**src/rtl/servo_pwm_driver.sv**
```systemverilog
// Three-axis hobby-servo PWM driver: fixed frame, per-axis pulse MIN_PULSE + pos*STEP_CYCLES,
// slew-limited position updates applied only at frame boundaries.
module servo_pwm_driver #(
  parameter int PERIOD_CYCLES = 1_000_000,
  parameter int MIN_PULSE     = 50_000,
  parameter int STEP_CYCLES   = 390,
  parameter int POS_WIDTH     = 7,
  parameter int SLEW_MAX      = 4,
  parameter int RESET_POS     = 64,
  parameter int CNT_WIDTH     = 20
) (
  input  logic                 clk,
  input  logic                 rst,
  input  logic [POS_WIDTH-1:0] x,
  input  logic [POS_WIDTH-1:0] y,
  input  logic [POS_WIDTH-1:0] z,
  input  logic                 hold,
  output logic                 pwm_servo1,
  output logic                 pwm_servo2,
  output logic                 pwm_servo3,
  output logic                 frame_tick,
  output logic                 settled
);

  localparam int                     PW        = POS_WIDTH + 1;
  localparam logic [CNT_WIDTH-1:0]   CNT_LAST  = CNT_WIDTH'(PERIOD_CYCLES - 1);
  localparam logic [CNT_WIDTH-1:0]   MIN_W     = CNT_WIDTH'(MIN_PULSE);
  localparam logic [CNT_WIDTH-1:0]   STEP_W    = CNT_WIDTH'(STEP_CYCLES);
  localparam logic [CNT_WIDTH-1:0]   WIDTH_RST = CNT_WIDTH'(MIN_PULSE + RESET_POS * STEP_CYCLES);
  localparam logic [POS_WIDTH-1:0]   POS_RST   = POS_WIDTH'(RESET_POS);
  localparam logic signed [PW-1:0]   SLEW      = PW'(SLEW_MAX);

  function automatic logic signed [PW-1:0] slew_clamp(input logic signed [PW-1:0] d);
    if (d > SLEW)       return SLEW;
    else if (d < -SLEW) return -SLEW;
    else                return d;
  endfunction

  // The clamped step always moves toward the target, so the result stays in range.
  function automatic logic [POS_WIDTH-1:0] slew_step(input logic [POS_WIDTH-1:0] pos,
                                                     input logic [POS_WIDTH-1:0] tgt);
    logic signed [PW-1:0] d;
    logic signed [PW-1:0] nxt;
    d   = signed'({1'b0, tgt}) - signed'({1'b0, pos});
    nxt = signed'({1'b0, pos}) + slew_clamp(d);
    return nxt[POS_WIDTH-1:0];
  endfunction

  function automatic logic [CNT_WIDTH-1:0] pulse_width(input logic [POS_WIDTH-1:0] pos);
    return MIN_W + CNT_WIDTH'(pos) * STEP_W;
  endfunction

  logic [CNT_WIDTH-1:0] cnt;
  logic [POS_WIDTH-1:0] in_pos   [3];
  logic [POS_WIDTH-1:0] tgt_p0   [3];
  logic [POS_WIDTH-1:0] pos_p0   [3];
  logic [CNT_WIDTH-1:0] width_p1 [3];
  logic [2:0]           pwm_p2;
  logic                 all_eq;

  always_comb begin
    in_pos[0] = x;
    in_pos[1] = y;
    in_pos[2] = z;
    all_eq    = (pos_p0[0] == tgt_p0[0]) && (pos_p0[1] == tgt_p0[1]) &&
                (pos_p0[2] == tgt_p0[2]);
  end

  always_ff @(posedge clk) begin
    if (rst) begin
      cnt        <= '0;
      frame_tick <= 1'b0;
    end else begin
      cnt        <= (cnt == CNT_LAST) ? '0 : cnt + CNT_WIDTH'(1);
      frame_tick <= (cnt == '0);
    end
  end

  // Stage p0: last cycle of the frame samples targets and takes one slew step.
  always_ff @(posedge clk) begin
    if (rst) begin
      for (int i = 0; i < 3; i++) begin
        tgt_p0[i] <= POS_RST;
        pos_p0[i] <= POS_RST;
      end
    end else if (cnt == CNT_LAST && !hold) begin
      for (int i = 0; i < 3; i++) begin
        tgt_p0[i] <= in_pos[i];
        pos_p0[i] <= slew_step(pos_p0[i], in_pos[i]);
      end
    end
  end

  // Stage p1: widths and settled latch at cnt==0 so the whole frame compares one value.
  always_ff @(posedge clk) begin
    if (rst) begin
      for (int i = 0; i < 3; i++) width_p1[i] <= WIDTH_RST;
      settled <= 1'b0;
    end else if (cnt == '0) begin
      for (int i = 0; i < 3; i++) width_p1[i] <= pulse_width(pos_p0[i]);
      if (!hold) settled <= all_eq;
    end
  end

  // Stage p2: registered compare gives a glitch-free pulse starting one cycle after cnt==0.
  always_ff @(posedge clk) begin
    if (rst) begin
      pwm_p2 <= '0;
    end else begin
      for (int i = 0; i < 3; i++) pwm_p2[i] <= (cnt < width_p1[i]);
    end
  end

  assign pwm_servo1 = pwm_p2[0];
  assign pwm_servo2 = pwm_p2[1];
  assign pwm_servo3 = pwm_p2[2];

endmodule
```
**config.mk**
```make
export PLATFORM = sky130hd
export DESIGN_NAME = servo_pwm_driver
export DESIGN_NICKNAME = d
export VERILOG_FILES = /design/src/rtl/servo_pwm_driver.sv
export SDC_FILE = /design/constraint.sdc
export NUM_CORES = 1
export LEC_CHECK = 0
export CAP_MARGIN = 5
export CORE_ASPECT_RATIO = 2
export CORE_UTILIZATION = 30
export DETAILED_ROUTE_END_ITERATION = 12
export DONT_BUFFER_PORTS = 1
export PLACE_DENSITY_LB_ADDON = 0.15
export RECOVER_POWER = 50
export SYNTH_ARGS = -nofsm -noshare
export SYNTH_HDL_FRONTEND = slang
export SYNTH_SLANG_ARGS = --single-unit
```
**constraint.sdc**
```tcl
create_clock -name clk -period 5.8 [get_ports clk]
set_input_delay 1.45 -clock clk [delete_from_list [all_inputs] [get_ports clk]]
set_output_delay 1.45 -clock clk [all_outputs]
set_load 0.005 [all_outputs]
```
==> impl_results.md <==
- Status: finished, violations left
- Failing checks: capacitance limit, slew limit
- Initial DRC count: ~230
- Inserted Diodes: 0
- Vias: 7655
- Power consumption: roughly 2.6 mW
- DP HPWL: a little over 20000 um
- Seq/Total Area, Yosys: 0.303
- FP Rows: 96
- Ys flop type: edfxtp_1
- Die Span X: 135 um
- Die Ht: around 270 um
- HP Class: flip-flop to flip-flop
- Hold WS: around 0.52 ns
- Simple-Gate Fraction of Synth Area: 0.175
- Non-Filler Instances: 1540
- Worst Skew: around 0.0074 ns
- Clock Sinks: around 120
- Post-Synth XOR/XNOR Area: 0.0901
- Placement Cell Area: 11000 um2
- Clock tree buffer depth: 2
- Post-route ant nets: 0
- Core box area: 34500 um2
- Syn Inst Count: 1085
- Ys Warns: 0
- Tot GR Track Use: 0.148
- Rel. slew slack: -0.629
- Critical Path AT: around 5.1 ns
- Distinct cells, synth: 86
- IO Pins: 29
- Vias/cell: about 5
- Min Tclk post-route: just under 5 ns
- Delay-heaviest family, CP: adder cells
- Maximum vdd drop: roughly 0.00018 V
- Post-synthesis adder-cell area fraction: 0.232
- Crit path cell chain: inv_1 > ha_1 > inv_1 > fa_1 > a21o_1 > a21oi_1 > o21bai_1 > a21oi_1 > xnor2_1 > or4_4 > a21oi_1 > ha_1 > inv_1 > fa_1 > nor2b_1 > o21ai_0 > nand2b_1 > a21o_1 > a21oi_1 > xnor3_1 > nand2_1
- Final critical-path share of the clock period: 0.850
- Cell leakage power: between 5 and 6 nW
- Setup TNS: 0 ns
- Delay of the slowest critical-path stage: approximately 0.5 ns
- CTS tree: built
- Gp weighted congestion: about 0.79
- Number of global-route vias before repair: between 7k and 8k
- Slew Viols, Final: slightly above 60
- Crit path capture type: flip-flop
- Critical path launch point type: input pin
- Worst Max-Slew Pin Slew: around 2.4 ns
- Commonest non-fill, non-tap cells in the layout: ha_1, inv_1, edfxtp_1
- Final Hold Fails: 0
- Die Area: about 36000 um2
- Net count, final: 1301
- PortBufs: 0
- Compound-Gate Fraction of Synth Area: 0.151
- Num CTS Buffers: 17
- Leading area contributor after synthesis: edfxtp_1
- Synth area leaders: edfxtp_1, ha_1, xor2_1, dfxtp_1, inv_1
- Final instance area: ~12000 um2
- Synthesized area: about 11000 um2
- Largest family of logic cells by synthesized area: adder cells
- Final setup vio count: 0
- Initial antenna violation count: 0
- Max Cap Viol: 2
- Most common cell on crit path: a21oi_1
- TritonRoute pass-1 iters: 4
- Post-CTS Resized: 0
- RSZ-0062 raised after global routing: no
- Initial core utilization: 0.307
- Gr ovfl total: 0
- Routed length per instance: 16.1 um
- H-tree levels: 4
- CP required: just under 6 ns
- Pin count of the biggest net entering global routing: 43
- PD cells: ~230 nW/um2
- Reg clk slew, reported paths: approximately 0.060 ns
- WS Path Type: input pin to flip-flop
- WL final: around 25000 um
- Layout cells sized above 1: 0.0655
- CP max-delay cell: or4_4
- Area share of the largest cell type after synthesis: 0.256
- Postcts setup bufs: 0
- DRC: 0
- Mapped Nets: 1300
- Most common cell after layout, fill and taps aside: ha_1
- Post-synthesis async set-or-reset flop share: 0
- Mux share of post-synthesis cell area: 0.00284
- Seq cells post-synth: about 120
- First-pass GRT wire length: about 40000 um
- CP Max Fanout: 4
- # hold bufs at CTS: 0
- Synthesis-to-layout area growth: 9.49%
- Syn_area_per_cell: 9.74 um2
- Clk Latency, worst-skew pair: about 0.44 ns
- CTS Root Cell: clkbuf_16
- Crit path buffers/inverters: 3
- Placed Cells: about 1.5k
- Count of flip-flops with a built-in enable after synthesis: 90
- Max Clk Rate: between 200 and 250 MHz
==> sequential cells by signal (all words and copies together), names as in the netlist <==
signal	cells
cnt	20
frame_tick	1
pos_p0	21
pwm_p2	3
settled	1
tgt_p0	21
width_p1	48
==> cell usage after synthesis, drive strengths merged (4+ instances only) <==
cell type	n
nor4	10
and2	34
a21oi	54
nor3b	4
a21o	46
or3	8
xnor2	40
inv	96
nand2	49
nor2	71
ha	182
a21boi	8
and4	5
clkbuf	10
o221ai	4
dfxtp	25
o21ai	34
fa	9
nand3	31
a211oi	8
nand2b	18
o22ai	5
buf	12
and3	15
o21a	8
nor2b	19
o2bb2ai	6
or2	8
or4	4
xor2	61
edfxtp	90
nor3	21
nand4	21
o211ai	5
a2111oi	4
nand3b	4
o21bai	6
a31oi	5
a31o	5
==> cell type report <==
class	count	area (um2)
Clock inverter	7	37.5
Sequential cell	115	3200
Timing Repair Buffer	4	18.8
Tap cell	441	552
Fill cell	3520	22900
Inverter	96	360
Clock buffer	25	549
Multi-Input combinational cell	852	6860
==> power breakdown <==
group	switching (mW)	internal [mW]	total (mW)
Sequential	0.0287	0.959	0.988
Clock	0.383	0.652	1.03
Combinational	0.354	0.259	0.613
Total	0.765	1.87	2.64
==> kinds of logic (layout without fill, tap and decap cells) <==
kind of cell / count (synthesis) / count (layout)
AOI/OAI and AO/OA: 225 / 225
xor gates and xnor gates: 104 / 104
adders and majority gates: 191 / 191
buffers and inverters: 118 / 132
DFF: 115 / 115
muxes: 3 / 3
and+or+nand+nor: 329 / 329
==> worst register-to-register path, cell delays in order, from the launching register on <==
cell and delay [ns]:
edfxtp_1 0.56, ha_1 0.24, inv_1 0.06, fa_1 0.39, a21o_1 0.17, a21oi_1 0.22, o21bai_1 0.10, a21oi_1 0.17
xnor2_1 0.10, or4_4 0.51, a21oi_1 0.16, ha_1 0.19, inv_1 0.06, fa_1 0.37, nor2b_1 0.18, o21ai_0 0.10
nand2b_1 0.12, a21o_1 0.13, a21oi_1 0.07, xnor3_1 0.20, nand2_1 0.05
==> worst paths after layout <==
check	start	to	slack, ns	depth (start not counted)
worst max register to register	pos_p0[0][14]	pos_p0[0][20]	1.33	20
worst min-delay path	cnt[0]	cnt[0]	0.52	1
worst min register to register	cnt[0]	cnt[0]	0.52	1
worst max-delay path	z[0]	pos_p0[0][20]	0.87	21
==> per-layer routing <==
metal	up-vias	GRT usage	share of wire
li1	3939	-	-
met1	3594	0.137	0.36
met2	81	0.301	0.59
met3	41	0.0195	0.018
met4	0	0.0808	0.037
met5	-	0	0
==> metrics by stage <==
| step | utilization | worst slack (ns) |
|---|---|---|
| 3_5_place_dp | 0.320 | 0.472 |
| 6_report | 0.336 | 0.868 |
| 2_1_floorplan | - | 0.798 |
| 4_1_cts | 0.337 | 0.933 |
| 3_3_place_gp | 0.320 | 0.581 |
| 5_1_grt | 0.336 | 0.616 |
Power figures use the tool's default switching activity.
